$ cat config.mk
export PLATFORM = sky130hd
export DESIGN_NAME = data_mem_arbiter
export DESIGN_NICKNAME = d
export VERILOG_FILES = /design/src/rtl/data_mem_arbiter.sv
export SDC_FILE = /design/constraint.sdc
export NUM_CORES = 1
export LEC_CHECK = 0
export BUFFER_PORTS_ARGS = -buffer_cell sky130_fd_sc_hd__buf_2
export CORE_ASPECT_RATIO = 1.2
export CORE_MARGIN = 5
export CORE_UTILIZATION = 31
export CTS_CLUSTER_SIZE = 14
export DETAILED_ROUTE_END_ITERATION = 10
export PLACE_DENSITY = 0.8
export RECOVER_POWER = 50
export REMOVE_ABC_BUFFERS = 1
export SETUP_SLACK_MARGIN = 0.15
export SLEW_MARGIN = 10
export SYNTH_ARGS = -nofsm -noshare
export SYNTH_HDL_FRONTEND = slang
export SYNTH_SLANG_ARGS = --single-unit
$ cat constraint.sdc
create_clock -name i_clk -period 2.1 [get_ports i_clk]
set_input_delay 0.315 -clock i_clk [delete_from_list [all_inputs] [get_ports i_clk]]
set_output_delay 0.315 -clock i_clk [all_outputs]
set_load 0.02 [all_outputs]
$ cat src/rtl/data_mem_arbiter.sv
// data_mem_arbiter: shares one data-memory port between the CPU and a debug master.
// Define ARB_ROUND_ROBIN_EN for round-robin resolution of unlocked conflicts; the default build is fixed CPU priority.
module data_mem_arbiter #(
    parameter int AW       = 12,
    parameter int DW       = 12,
    parameter int MAX_HOLD = 8
) (
    input  logic          i_clk,
    input  logic          i_reset,
    input  logic          i_cpu_req,
    input  logic          i_cpu_we,
    input  logic [AW-1:0] i_cpu_addr,
    input  logic [DW-1:0] i_cpu_wdata,
    output logic          o_cpu_gnt,
    output logic          o_cpu_stall,
    output logic          o_cpu_rvalid,
    output logic [DW-1:0] o_cpu_rdata,
    input  logic          i_dbg_req,
    input  logic          i_dbg_we,
    input  logic          i_dbg_lock,
    input  logic [AW-1:0] i_dbg_addr,
    input  logic [DW-1:0] i_dbg_wdata,
    output logic          o_dbg_gnt,
    output logic          o_dbg_rvalid,
    output logic [DW-1:0] o_dbg_rdata,
    output logic          o_mem_we,
    output logic [AW-1:0] o_mem_addr,
    output logic [DW-1:0] o_mem_wdata,
    input  logic [DW-1:0] i_mem_rdata
);
    localparam int HW = $clog2(MAX_HOLD + 1);
    typedef enum logic [1:0] {IDLE, CPU_OWN, DBG_OWN, DBG_LOCKED} state_t;
    state_t        r_state;
    logic          r_last;
    logic [HW-1:0] r_hold;
    logic          r_ovr;
    logic          r_cpu_rd;
    logic          r_dbg_rd;
    logic          w_both;
    logic          w_ovr;
    logic          w_lk;
    logic          w_pol;
    logic          w_dbg_gnt;
    logic          w_cpu_gnt;
    assign w_both = i_cpu_req & i_dbg_req;
    assign w_ovr  = w_both & (r_hold == HW'(MAX_HOLD));
    // r_ovr lets a still-locked debug master reclaim the port right after a forced CPU slot
    assign w_lk   = w_both & ~w_ovr & i_dbg_lock & ((r_state == DBG_LOCKED) | r_ovr);
`ifdef ARB_ROUND_ROBIN_EN
    assign w_pol  = ~r_last;
`else
    assign w_pol  = 1'b0;
`endif
    assign w_dbg_gnt = ~i_reset & i_dbg_req & (~i_cpu_req | (~w_ovr & (w_lk | w_pol)));
    assign w_cpu_gnt = ~i_reset & i_cpu_req & ~w_dbg_gnt;
    assign o_cpu_gnt    = w_cpu_gnt;
    assign o_dbg_gnt    = w_dbg_gnt;
    assign o_cpu_stall  = i_cpu_req & ~w_cpu_gnt;
    assign o_mem_addr   = w_dbg_gnt ? i_dbg_addr : i_cpu_addr;
    assign o_mem_wdata  = w_dbg_gnt ? i_dbg_wdata : i_cpu_wdata;
    assign o_mem_we     = w_dbg_gnt ? i_dbg_we : (w_cpu_gnt & i_cpu_we);
    assign o_cpu_rvalid = r_cpu_rd & ~i_reset;
    assign o_dbg_rvalid = r_dbg_rd & ~i_reset;
    assign o_cpu_rdata  = o_cpu_rvalid ? i_mem_rdata : '0;
    assign o_dbg_rdata  = o_dbg_rvalid ? i_mem_rdata : '0;
    always_ff @(posedge i_clk) begin
        if (i_reset) begin
            r_state  <= IDLE;
            r_last   <= 1'b0;
            r_hold   <= '0;
            r_ovr    <= 1'b0;
            r_cpu_rd <= 1'b0;
            r_dbg_rd <= 1'b0;
        end else begin
            r_state  <= w_cpu_gnt ? CPU_OWN : w_dbg_gnt ? (i_dbg_lock ? DBG_LOCKED : DBG_OWN) : IDLE;
            r_last   <= w_dbg_gnt ? 1'b1 : w_cpu_gnt ? 1'b0 : r_last;
            r_hold   <= (~i_cpu_req | w_cpu_gnt) ? '0 : w_lk ? r_hold + 1'b1 : r_hold;
            r_ovr    <= w_ovr;
            r_cpu_rd <= w_cpu_gnt & ~i_cpu_we;
            r_dbg_rd <= w_dbg_gnt & ~i_dbg_we;
        end
    end
endmodule

# [Word level (Yosys, flattened, before mapping)]
# Cells that the tools add are included.
[op_classes] add_sub_neg=1 n_reduce_logical=2 muxes=8 bitwise=26 n_eq_ne=2
[ops] cell="12-bit 2-to-1 mux" n=4
[ops] cell="1-bit bitwise AND" n=16
[ops] cell="1-bit inverter" n=7
[ops] cell="4-bit by 1-bit adder with 4-bit output, second input constant" n=1
[ops] cell="4-bit == test, second input constant" n=1
[ops] cell="1-bit 2-to-1 mux" n=4
[ops] cell="1-bit bitwise OR" n=3
[ops] cell="3-bit OR reduction" n=1
[ops] cell="2-bit == test, second input constant" n=1
[ops] cell="2-bit OR reduction" n=1
[totals] reg_bits=9 wordCells=45 inputBits=67 out_inout_bits=54

# [Depth between registers and ports, before layout]
# Gate-level depths: netlist (run 1).
[logic_depth] ltp_word=13 mapped_depth=7 mapped_depth_nobuf=6

# [Worst setup path before layout (run 1)]
# Ideal clock, no wire load.
[synth_timing] path_kind="register -> output" startpoint="reg r_hold[0]" endpoint="out o_mem_addr[10]" arrival_time_ns=1.677 n_path_buf=1 required_time_ns=1.785 path_stages_with_launch=8 setup_slack_ns=0.108 path_cell_list="dfxtp_1 -> inv_1 -> ha_1 -> and3b_1 -> nor3_4 -> o21ai_4 -> buf_6 -> mux2_4"
[synth_via] elab_chain_len=10
[synth_lines] item="start: declaration" line="35" source="logic [HW-1:0] r_hold;"
[synth_lines] item="start signal: assignment" line="77" source="r_hold <= (~i_cpu_req | w_cpu_gnt) ? '0 : w_lk ? r_hold + 1'b1 : r_hold;"
[synth_lines] item="4-bit == test *" line="46" source="assign w_ovr = w_both & (r_hold == HW'(MAX_HOLD));"
[synth_lines] item="1-bit bitwise AND *" line="46"
[synth_lines] item="1-bit inverter *" line="48, 54"
[synth_lines] item="1-bit bitwise AND (3 in a row)" line="48" source="assign w_lk = w_both & ~w_ovr & i_dbg_lock & ((r_state == DBG_LOCKED) | r_ovr);"
[synth_lines] item="1-bit bitwise AND *" line="54" source="assign w_dbg_gnt = ~i_reset & i_dbg_req & (~i_cpu_req | (~w_ovr & (w_lk | w_pol)));"
[synth_lines] item="1-bit bitwise OR *" line="54"
[synth_lines] item="1-bit bitwise AND *" line="54"
[synth_lines] item="12-bit 2-to-1 mux *" line="59" source="assign o_mem_addr = w_dbg_gnt ? i_dbg_addr : i_cpu_addr;"
[synth_lines] item="end: declaration" line="27" source="output logic [AW-1:0] o_mem_addr,"
# Mark *: on every way between the ends. The rest lies on a longest branch, timed or not.

# [Final worst setup path (run 1)]
[layout_timing] startpoint="reg r_hold[0]" endpoint="out o_mem_wdata[2]"
[layout_via] elab_chain_len=10
[layout_lines] item="4-bit == test *" line="46"
[layout_lines] item="1-bit bitwise AND *" line="46"
[layout_lines] item="1-bit inverter *" line="48, 54"
[layout_lines] item="1-bit bitwise AND (3 in a row)" line="48"
[layout_lines] item="1-bit bitwise AND *" line="54"
[layout_lines] item="1-bit bitwise OR *" line="54"
[layout_lines] item="1-bit bitwise AND *" line="54"
[layout_lines] item="12-bit 2-to-1 mux *" line="60" source="assign o_mem_wdata = w_dbg_gnt ? i_dbg_wdata : i_cpu_wdata;"
[layout_lines] item="end: declaration" line="28" source="output logic [DW-1:0] o_mem_wdata,"
# Marked as above.

==> results.json, run 1 <==
{
  "wirelength_um": 3290,
  "postRouteAntennaNets": 0,
  "rsz0062_at_grt": "yes",
  "dpl.cell_count": 252,
  "core_um2": 2810,
  "critPathBufInv": 3,
  "io_buffers": 120,
  "wirelength_met1_um": 907,
  "cts_root_buf": "clkbuf_4",
  "firstDrtPassIters": 2,
  "dieArea_um2": 4140,
  "cts.clk_slew.worst_paths_ps": 60,
  "grt_pass1_wl_um": 5010,
  "clk_latency_ps": 250,
  "critPathSlowestCell": "dfxtp_2",
  "io_pins": 121,
  "ys_seq_elements": 9,
  "max_stage_delay_ps": 330,
  "syn_area_per_cell_um2": 9.43,
  "final_cell_mix": "100 x buf_2, 24 x and2_1, 17 x mux2_4, 17 x buf_6, 9 x buf_4",
  "fmax_mhz": 443,
  "insertedDiodeCount": 0,
  "dp_hpwl_um": 2880,
  "fin_crit_sh_pct": 108,
  "grt_pass1_vias": 1245,
  "start_util_pct": 32.5,
  "syn2layout_area_growth_pct": 94.3,
  "drc": 0,
  "syn_inst": 97,
  "wl_met2_um": 1690,
  "viasPerCell": 4.60,
  "routed.top_layer": "met4",
  "die_h_um": 69.5,
  "worst_pin_slew_ps": 610,
  "cp_data_arrival_time_ps": 1940,
  "cap_viol_max_count": 0,
  "cts_max_level": 1,
  "vias": 1192,
  "synth_area_leaders": "mux2_4 28%, dfxtp_1 20%, and2_1 16%",
  "gp_congestion": 0.753,
  "cts-hold-fix-buffers": 0,
  "grt_max_degree": 17,
  "yosys.cell_types.count": 20,
  "min_from": "i_dbg_we",
  "final_common_cell": "buf_2",
  "grt_overflow_total": 0,
  "cts.sinks": 9,
  "layout.nets": 295,
  "avgRoutedWirePerCell_um": 12.7,
  "fin_ws_ps": -158,
  "finalCriticalPeriod_ps": 2260,
  "whs_ps": 230,
  "crit_type": "register to output port",
  "startpoint_type": "register",
  "drive_gt1_share_pct": 73.8,
  "rows": 21,
  "fin_cells": 259,
  "leakage_nw": 1.06,
  "grt_usage_pct": 15.2,
  "drt_iter0_markers": 27,
  "die_w_um": 59.6,
  "synth_top_area_share_pct": 27.9,
  "min_path_type": "input pin to register",
  "status": "finished, violations left",
  "ys_warn_count": 0,
  "cts_inserted_buffers": 3,
  "cp_cell_sequence": "inv_2, ha_2, and3b_2, nor3_4, o21ai_4, buf_12, mux2_4, buf_2",
  "syn-cell-area_um2": 915,
  "fin_util_pct": 63.2,
  "cts_tree": "built",
  "wl_met3_um": 660,
  "crit_fanout": 16,
  "power_density_nw_per_um2": 333,
  "cp.required_ps": 1780,
  "violations": "setup timing",
  "finalHoldViolations": 0,
  "clock_skew_ps": 0.996,
  "timing.rr.start": "r_hold[0]",
  "finalSetupViolCount": 25,
  "critPathTopFamily": "simple AND/OR/NAND/NOR gates",
  "ir_drop_uv": 244,
  "cts_buffer_depth": 2,
  "cp-end-kind": "output port",
  "nFillCells": 261,
  "crit_start": "r_hold[0]",
  "drv_slew": 0,
  "seq_area_frac_synth_pct": 19.7,
  "slew_headroom_pct": 59.3,
  "yosys.area.top_type": "mux2_4",
  "antenna_found_initial": 0
}
==> cell usage after synthesis <==
cell type / n
and2_1: 24
mux2_4: 17
nor2_1: 10
dfxtp_1: 9
mux2_2: 8
inv_1: 7
nand3_1: 3
nor2b_1: 3
a21oi_1: 2
buf_6: 2
clkbuf_1: 2
ha_1: 2
and3_1: 1
and3b_1: 1
nand2b_1: 1
nor3_1: 1
nor3_4: 1
o21ai_4: 1
xnor2_1: 1
xor2_1: 1
==> repair_timing <==
action,4_1_cts,5_1_grt
endpoints found under the hold margin,0,0
pin swaps,1,2
gates resized for setup,26,21
gates cloned,0,0
buffers inserted,3,0
endpoints found under the setup margin,27,28
==> metrics by stage <==
stage	setup slack (ps)	TNS [ps]	instance area [µm²]	total power, W
final	-158	-3600	1780	0.000591
after global routing	-255	-5710	1780	0.000630
after CTS	-175	-4050	1710	0.000579
after detailed placement	58.1	0	1590	0.000434
after global placement	111	0	1590	0.000429
after floorplan	-120	-1640	885	0.000315
==> worst reg2reg max path: cells and delay by family (launching register included) <==
kind | cells | cell delay [ps]
buf+inv | 3 | 290
flops | 1 | 330
fa+ha+maj | 1 | 160
simple gates | 4 | 730
==> path summary, 6_finish.rpt <==
path	end	slack, ps	depth (start not counted)
worst min-delay path	r_dbg_rd	230	2
worst min register to register	r_hold[0]	510	2
worst max-delay path	o_mem_wdata[2]	-160	8
worst max register to register	r_hold[2]	530	8
==> report_power, final <==
group / internal (W) / leakage (nW) / switching (W)
combinational: 0.000159 / 0.968 / 0.000130
sequential: 0.000174 / 0.0742 / 0.000000600
clock: 0.0000729 / 0.0150 / 0.0000553
total: 0.000406 / 1.06 / 0.000186
==> cells by family (layout without fill, tap and decap cells) <==
group	count (synthesis)	in the layout	share of synthesized area [%]
AND/OR/NAND/NOR	45	45	28.9
buffers and inverters	11	139	6.16
flip-flops	9	9	19.7
AO/OA/AOI/OAI	3	3	2.87
adder cells (fa/ha/maj)	2	2	2.74
XOR/XNOR	2	2	1.92
multiplexers	25	25	37.8
==> metal layers <==
metal | track usage, % | up-vias
met1 | 11.9 | 520
met4 | 3.69 | 0
met5 | 0 | -
met3 | 8.01 | 2
met2 | 30.5 | 95
li1 | - | 575
==> area by class of cell <==
type | instances | area (µm²) | share of cell area, %
Clock buffer | 4 | 26.3 | 1.48
Inverter | 7 | 26.3 | 1.48
Multi-Input combinational cell | 77 | 699 | 39.4
Sequential cell | 9 | 183 | 10.3
Tap cell | 34 | 42.5 | 2.39
Timing Repair Buffer | 128 | 800 | 45.0
==> registers in the layout, summed over array words and instances (netlist names) <==
signal and count:
r_dbg_rd 1, r_cpu_rd 1, r_ovr 1, r_hold 4, r_state 2
Note: power is estimated with default switching activity, not from simulation.
==> inputs of run 2 (changes only) <==
--- a/config.mk
+++ b/config.mk
@@ -15,6 +15,7 @@
 export RECOVER_POWER = 50
 export REMOVE_ABC_BUFFERS = 1
 export SETUP_SLACK_MARGIN = 0.15
+export SKIP_CTS_REPAIR_TIMING = 1
 export SLEW_MARGIN = 10
 export SYNTH_ARGS = -nofsm -noshare
 export SYNTH_HDL_FRONTEND = slang
==> results.json, run 2 (synthesis results as in run 1) <==
{
  "cts.clk_slew.worst_paths_ps": 60,
  "min_path_type": "input pin to register",
  "fmax_mhz": 436,
  "finalHoldViolations": 0,
  "clk_latency_ps": 260,
  "final_common_cell": "buf_2",
  "grt_max_degree": 17,
  "gp_congestion": 0.753,
  "worst_pin_slew_ps": 608,
  "critPathBufInv": 3,
  "cts.sinks": 9,
  "fin_crit_sh_pct": 109,
  "drv_slew": 0,
  "layout.nets": 293,
  "cap_viol_max_count": 0,
  "rows": 21,
  "core_um2": 2810,
  "crit_fanout": 12,
  "grt_overflow_total": 0,
  "postRouteAntennaNets": 0,
  "dp_slack_ps": 58.1,
  "start_util_pct": 32.5,
  "grt_usage_pct": 14.5,
  "die_h_um": 69.5,
  "nFillCells": 259,
  "drt_iter0_markers": 25,
  "vias": 1181,
  "grt_pass1_vias": 1195,
  "rsz0062_at_grt": "yes",
  "finalCriticalPeriod_ps": 2290,
  "startpoint_type": "register",
  "dieArea_um2": 4140,
  "crit_type": "register to output port",
  "cts_buffer_depth": 2,
  "max_stage_delay_ps": 340,
  "wirelength_um": 3360,
  "largest_reg_flops": 4,
  "cts_max_level": 1,
  "violations": "setup timing",
  "insertedDiodeCount": 0,
  "cts_root_buf": "clkbuf_4",
  "ir_drop_uv": 220,
  "cp-end-kind": "output port",
  "drc": 0,
  "tns_ps": -4470,
  "finalSetupViolCount": 25,
  "io_pins": 121,
  "critPathTopFamily": "simple AND/OR/NAND/NOR gates",
  "grt_pass1_wl_um": 4800,
  "critPathSlowestCell": "dfxtp_2",
  "firstDrtPassIters": 4,
  "dp_hpwl_um": 2880,
  "syn2layout_area_growth_pct": 97.9,
  "final_cell_mix": "95 x buf_2, 24 x and2_1, 24 x buf_6, 17 x mux2_4, 10 x nor2_1",
  "cts_tree": "built",
  "fin_util_pct": 64.4,
  "fin_ws_ps": -194,
  "top_register": "r_hold",
  "slew_headroom_pct": 59.4,
  "drive_gt1_share_pct": 72.6,
  "cp_data_arrival_time_ps": 1980,
  "cp.required_ps": 1780,
  "top_regs": "r_hold x4, r_state x2",
  "avgRoutedWirePerCell_um": 13.1,
  "io_buffers": 120,
  "antenna_found_initial": 0,
  "viasPerCell": 4.60,
  "power_density_nw_per_um2": 336,
  "status": "finished, violations left",
  "leakage_nw": 1.07,
  "cp_cell_sequence": "inv_2, ha_4, and3b_2, nor3_4, o21ai_4, buf_12, mux2_4, buf_2",
  "clock_skew_ps": 2.63,
  "cts_inserted_buffers": 3,
  "whs_ps": 225,
  "die_w_um": 59.6
}
-- run 2: cell types whose count changed in the layout (fill, tap and decap cells not counted), moves of 2 or more --
cell / delta
nor2_4: -2
buf_6: +7
buf_4: -5
nor2_1: +3
buf_2: -5
-- run 2: final cells by class --
class	count	area [µm²]	share of cell area, %
Inverter	7	26.3	1.45
Timing Repair Buffer	126	841	46.4
Sequential cell	9	183	10.1
Tap cell	34	42.5	2.35
Clock buffer	4	26.3	1.45
Multi-Input combinational cell	77	692	38.2
-- run 2: stage by stage --
stage / power [W] / cells / instance area, µm²
after detailed placement: 0.000434 / 252 / 1590
after global routing: 0.000647 / 257 / 1810
after CTS: 0.000562 / 256 / 1620
after global placement: 0.000429 / 252 / 1590
after floorplan: 0.000315 / 93 / 885
final: 0.000608 / 257 / 1810
-- run 2: worst paths after layout --
| kind | slack (ps) | startpoint | endpoint | cells after the start |
|---|---|---|---|---|
| max | -190 | r_hold[1] | o_mem_wdata[3] | 8 |
| min reg2reg | 510 | r_hold[0] | r_hold[0] | 2 |
| min | 230 | i_dbg_we | r_dbg_rd | 2 |
| max reg2reg | 620 | r_hold[1] | r_hold[2] | 7 |
-- run 2: power breakdown --
part	total [W]	internal (W)	leakage [nW]	switching [W]
sequential	0.000175	0.000174	0.0742	0.000000613
combinational	0.000304	0.000171	0.982	0.000133
clock	0.000130	0.0000730	0.0150	0.0000569
total	0.000608	0.000418	1.07	0.000190
-- run 2: per-layer routing --
layer / GRT usage [%] / part of all wire, %
met5: 0 / 0
met3: 7.82 / 20
met2: 28.4 / 51
met1: 11.8 / 28
met4: 3.69 / 1.3
==> inputs of run 3 (changes only) <==
--- a/config.mk
+++ b/config.mk
@@ -6,12 +6,14 @@
 export NUM_CORES = 1
 export LEC_CHECK = 0
 export BUFFER_PORTS_ARGS = -buffer_cell sky130_fd_sc_hd__buf_2
+export CELL_PAD_IN_SITES_DETAIL_PLACEMENT = 0
+export CELL_PAD_IN_SITES_GLOBAL_PLACEMENT = 1
 export CORE_ASPECT_RATIO = 1.2
 export CORE_MARGIN = 5
-export CORE_UTILIZATION = 31
+export CORE_UTILIZATION = 19
 export CTS_CLUSTER_SIZE = 14
 export DETAILED_ROUTE_END_ITERATION = 10
-export PLACE_DENSITY = 0.8
+export PLACE_DENSITY_LB_ADDON = 0.1
 export RECOVER_POWER = 50
 export REMOVE_ABC_BUFFERS = 1
 export SETUP_SLACK_MARGIN = 0.15
==> results.json, run 3 (synthesis results as in run 1) <==
{
  "met3_usage_pct": 3.17,
  "wirelength_um": 3690,
  "clkPwrFrac_pct": 29.2,
  "ir_drop_uv": 432,
  "sw_frac_of_total_pct": 29.4,
  "core_um2": 4630,
  "cts_buffer_depth": 2,
  "cts.sinks": 9,
  "design_area_um2": 1830,
  "insertedDiodeCount": 0,
  "cts.clk_slew.worst_paths_ps": 40,
  "start_util_pct": 19.8,
  "power_density_nw_per_um2": 365,
  "cp_data_arrival_time_ps": 1940,
  "io_pins": 121,
  "placed_cell_area_um2": 1610,
  "drv_slew": 0,
  "fin_crit_sh_pct": 107,
  "finalCriticalPeriod_ps": 2260,
  "cap_viol_max_count": 0,
  "rows": 27,
  "crit_path_end": "o_mem_addr[10]",
  "worstHoldPathCells": 2,
  "dieArea_um2": 6310,
  "cp-end-kind": "output port",
  "firstDrtPassIters": 4,
  "leakage_nw": 1.07,
  "clk_latency_ps": 230,
  "cp.required_ps": 1780,
  "met2_usage_pct": 19.8,
  "cts_root_buf": "clkbuf_8",
  "drive_gt1_share_pct": 72.9,
  "violations": "setup timing",
  "die_w_um": 73.3,
  "reg2reg_to": "r_dbg_rd",
  "cts_max_level": 1,
  "rsz0062_at_grt": "yes",
  "syn2layout_area_growth_pct": 100,
  "clock_skew_ps": 2.74,
  "top_register": "r_hold",
  "final_common_cell": "buf_2",
  "fin_cells": 283,
  "die_h_um": 86.0,
  "viasPerCell": 4.07,
  "cts_inserted_buffers": 3,
  "p_switching_w": 0.000196,
  "avgRoutedWirePerCell_um": 13.0,
  "timing.rr.start": "r_hold[1]",
  "finalHoldViolations": 0,
  "fmax_mhz": 443,
  "drc": 0,
  "multi_input_area_um2": 682,
  "startpoint_type": "register",
  "drt_iter0_markers": 4,
  "top_regs": "r_hold x4, r_state x2",
  "tns_ps": -3140,
  "nFillCells": 483,
  "grt_max_degree": 29,
  "grt_pass1_wl_um": 4850,
  "crit_fanout": 14,
  "gp_congestion": 0.806,
  "grt_usage_pct": 9.56,
  "io_buffers": 120,
  "crit_type": "register to output port",
  "worst_pin_slew_ps": 342,
  "postRouteAntennaNets": 0,
  "grt_use_met1_pct": 8.32,
  "combinationalPowerShare_pct": 44.6,
  "p_int_w": 0.000472,
  "dpl.cell_count": 276,
  "seq_area_um2": 183,
  "antenna_found_initial": 0,
  "vias": 1153,
  "cts_tree": "built",
  "final_cell_mix": "99 x buf_2, 24 x and2_1, 21 x buf_6, 17 x mux2_4, 10 x nor2_1",
  "grt_overflow_total": 0,
  "min_path_type": "input pin to register",
  "ff2ff_path_depth": 8,
  "pwr-share-seq_pct": 26.3,
  "largest_reg_flops": 4,
  "layout.nets": 295,
  "grt_busiest_layer": "met2",
  "finalSetupViolCount": 25,
  "status": "finished, violations left",
  "dp_hpwl_um": 3110,
  "r2r_slack_ps": 610,
  "crit_start": "r_hold[1]",
  "slew_headroom_pct": 77.1,
  "fin_ws_ps": -155,
  "grt_pass1_vias": 1118
}
## run 3: changes by cell type in the layout (fill, tap and decap cells not counted), sizes merged
cell | before | now
buf | 125 | 127
## run 3: critical path: stages (launching register included)
cell and delay [ps]:
dfxtp_2 340, inv_2 30, ha_2 140, and3b_2 230, nor3_4 220, o21ai_4 110
buf_12 190, mux2_4 300, buf_2 160
## run 3: power groups by stage
| stage | Sequential [W] | Clock (W) | Combinational, W |
|---|---|---|---|
| finish | 0.000176 | 0.000195 | 0.000297 |
| CTS | 0.000176 | 0.000200 | 0.000254 |
| global placement | 0.000179 | 0 | 0.000251 |
| detailed placement | 0.000179 | 0 | 0.000254 |
| global route | 0.000175 | 0.000213 | 0.000318 |
| floorplan | 0.000178 | 0 | 0.000137 |
## run 3: per-layer routing
| layer | part of all wire (%) | up-vias | wire length, µm |
|---|---|---|---|
| met5 | 0 | - | 0 |
| met4 | 2.6 | 0 | 97 |
| met3 | 13 | 8 | 471 |
| met2 | 55 | 82 | 2020 |
| met1 | 30 | 489 | 1110 |
| li1 | - | 574 | - |
## run 3: worst min path at each step
stage,from,end
2_1_floorplan,i_dbg_we,r_dbg_rd
5_1_grt,i_cpu_we,r_cpu_rd
6_report,i_dbg_we,r_dbg_rd
3_3_place_gp,i_dbg_we,r_dbg_rd
3_5_place_dp,i_dbg_we,r_dbg_rd
4_1_cts,i_dbg_we,r_dbg_rd
## run 3: cell type report
type	count	area share [%]
timing repair buffer	128	44.9
clock buffer	4	2.46
multi-input combinational	77	37.3
tap	58	3.96
inverter	7	1.44
sequential	9	9.98
## run 3: stage by stage
stage	util, %	power [W]	worst slack, ps	hold WS [ps]
4_1_cts	35.7	0.000630	-197	252
3_5_place_dp	34.7	0.000432	50.2	489
3_3_place_gp	34.7	0.000430	83.8	491
5_1_grt	39.6	0.000706	-252	260
2_1_floorplan	-	0.000315	-120	387
6_report	39.6	0.000668	-155	252
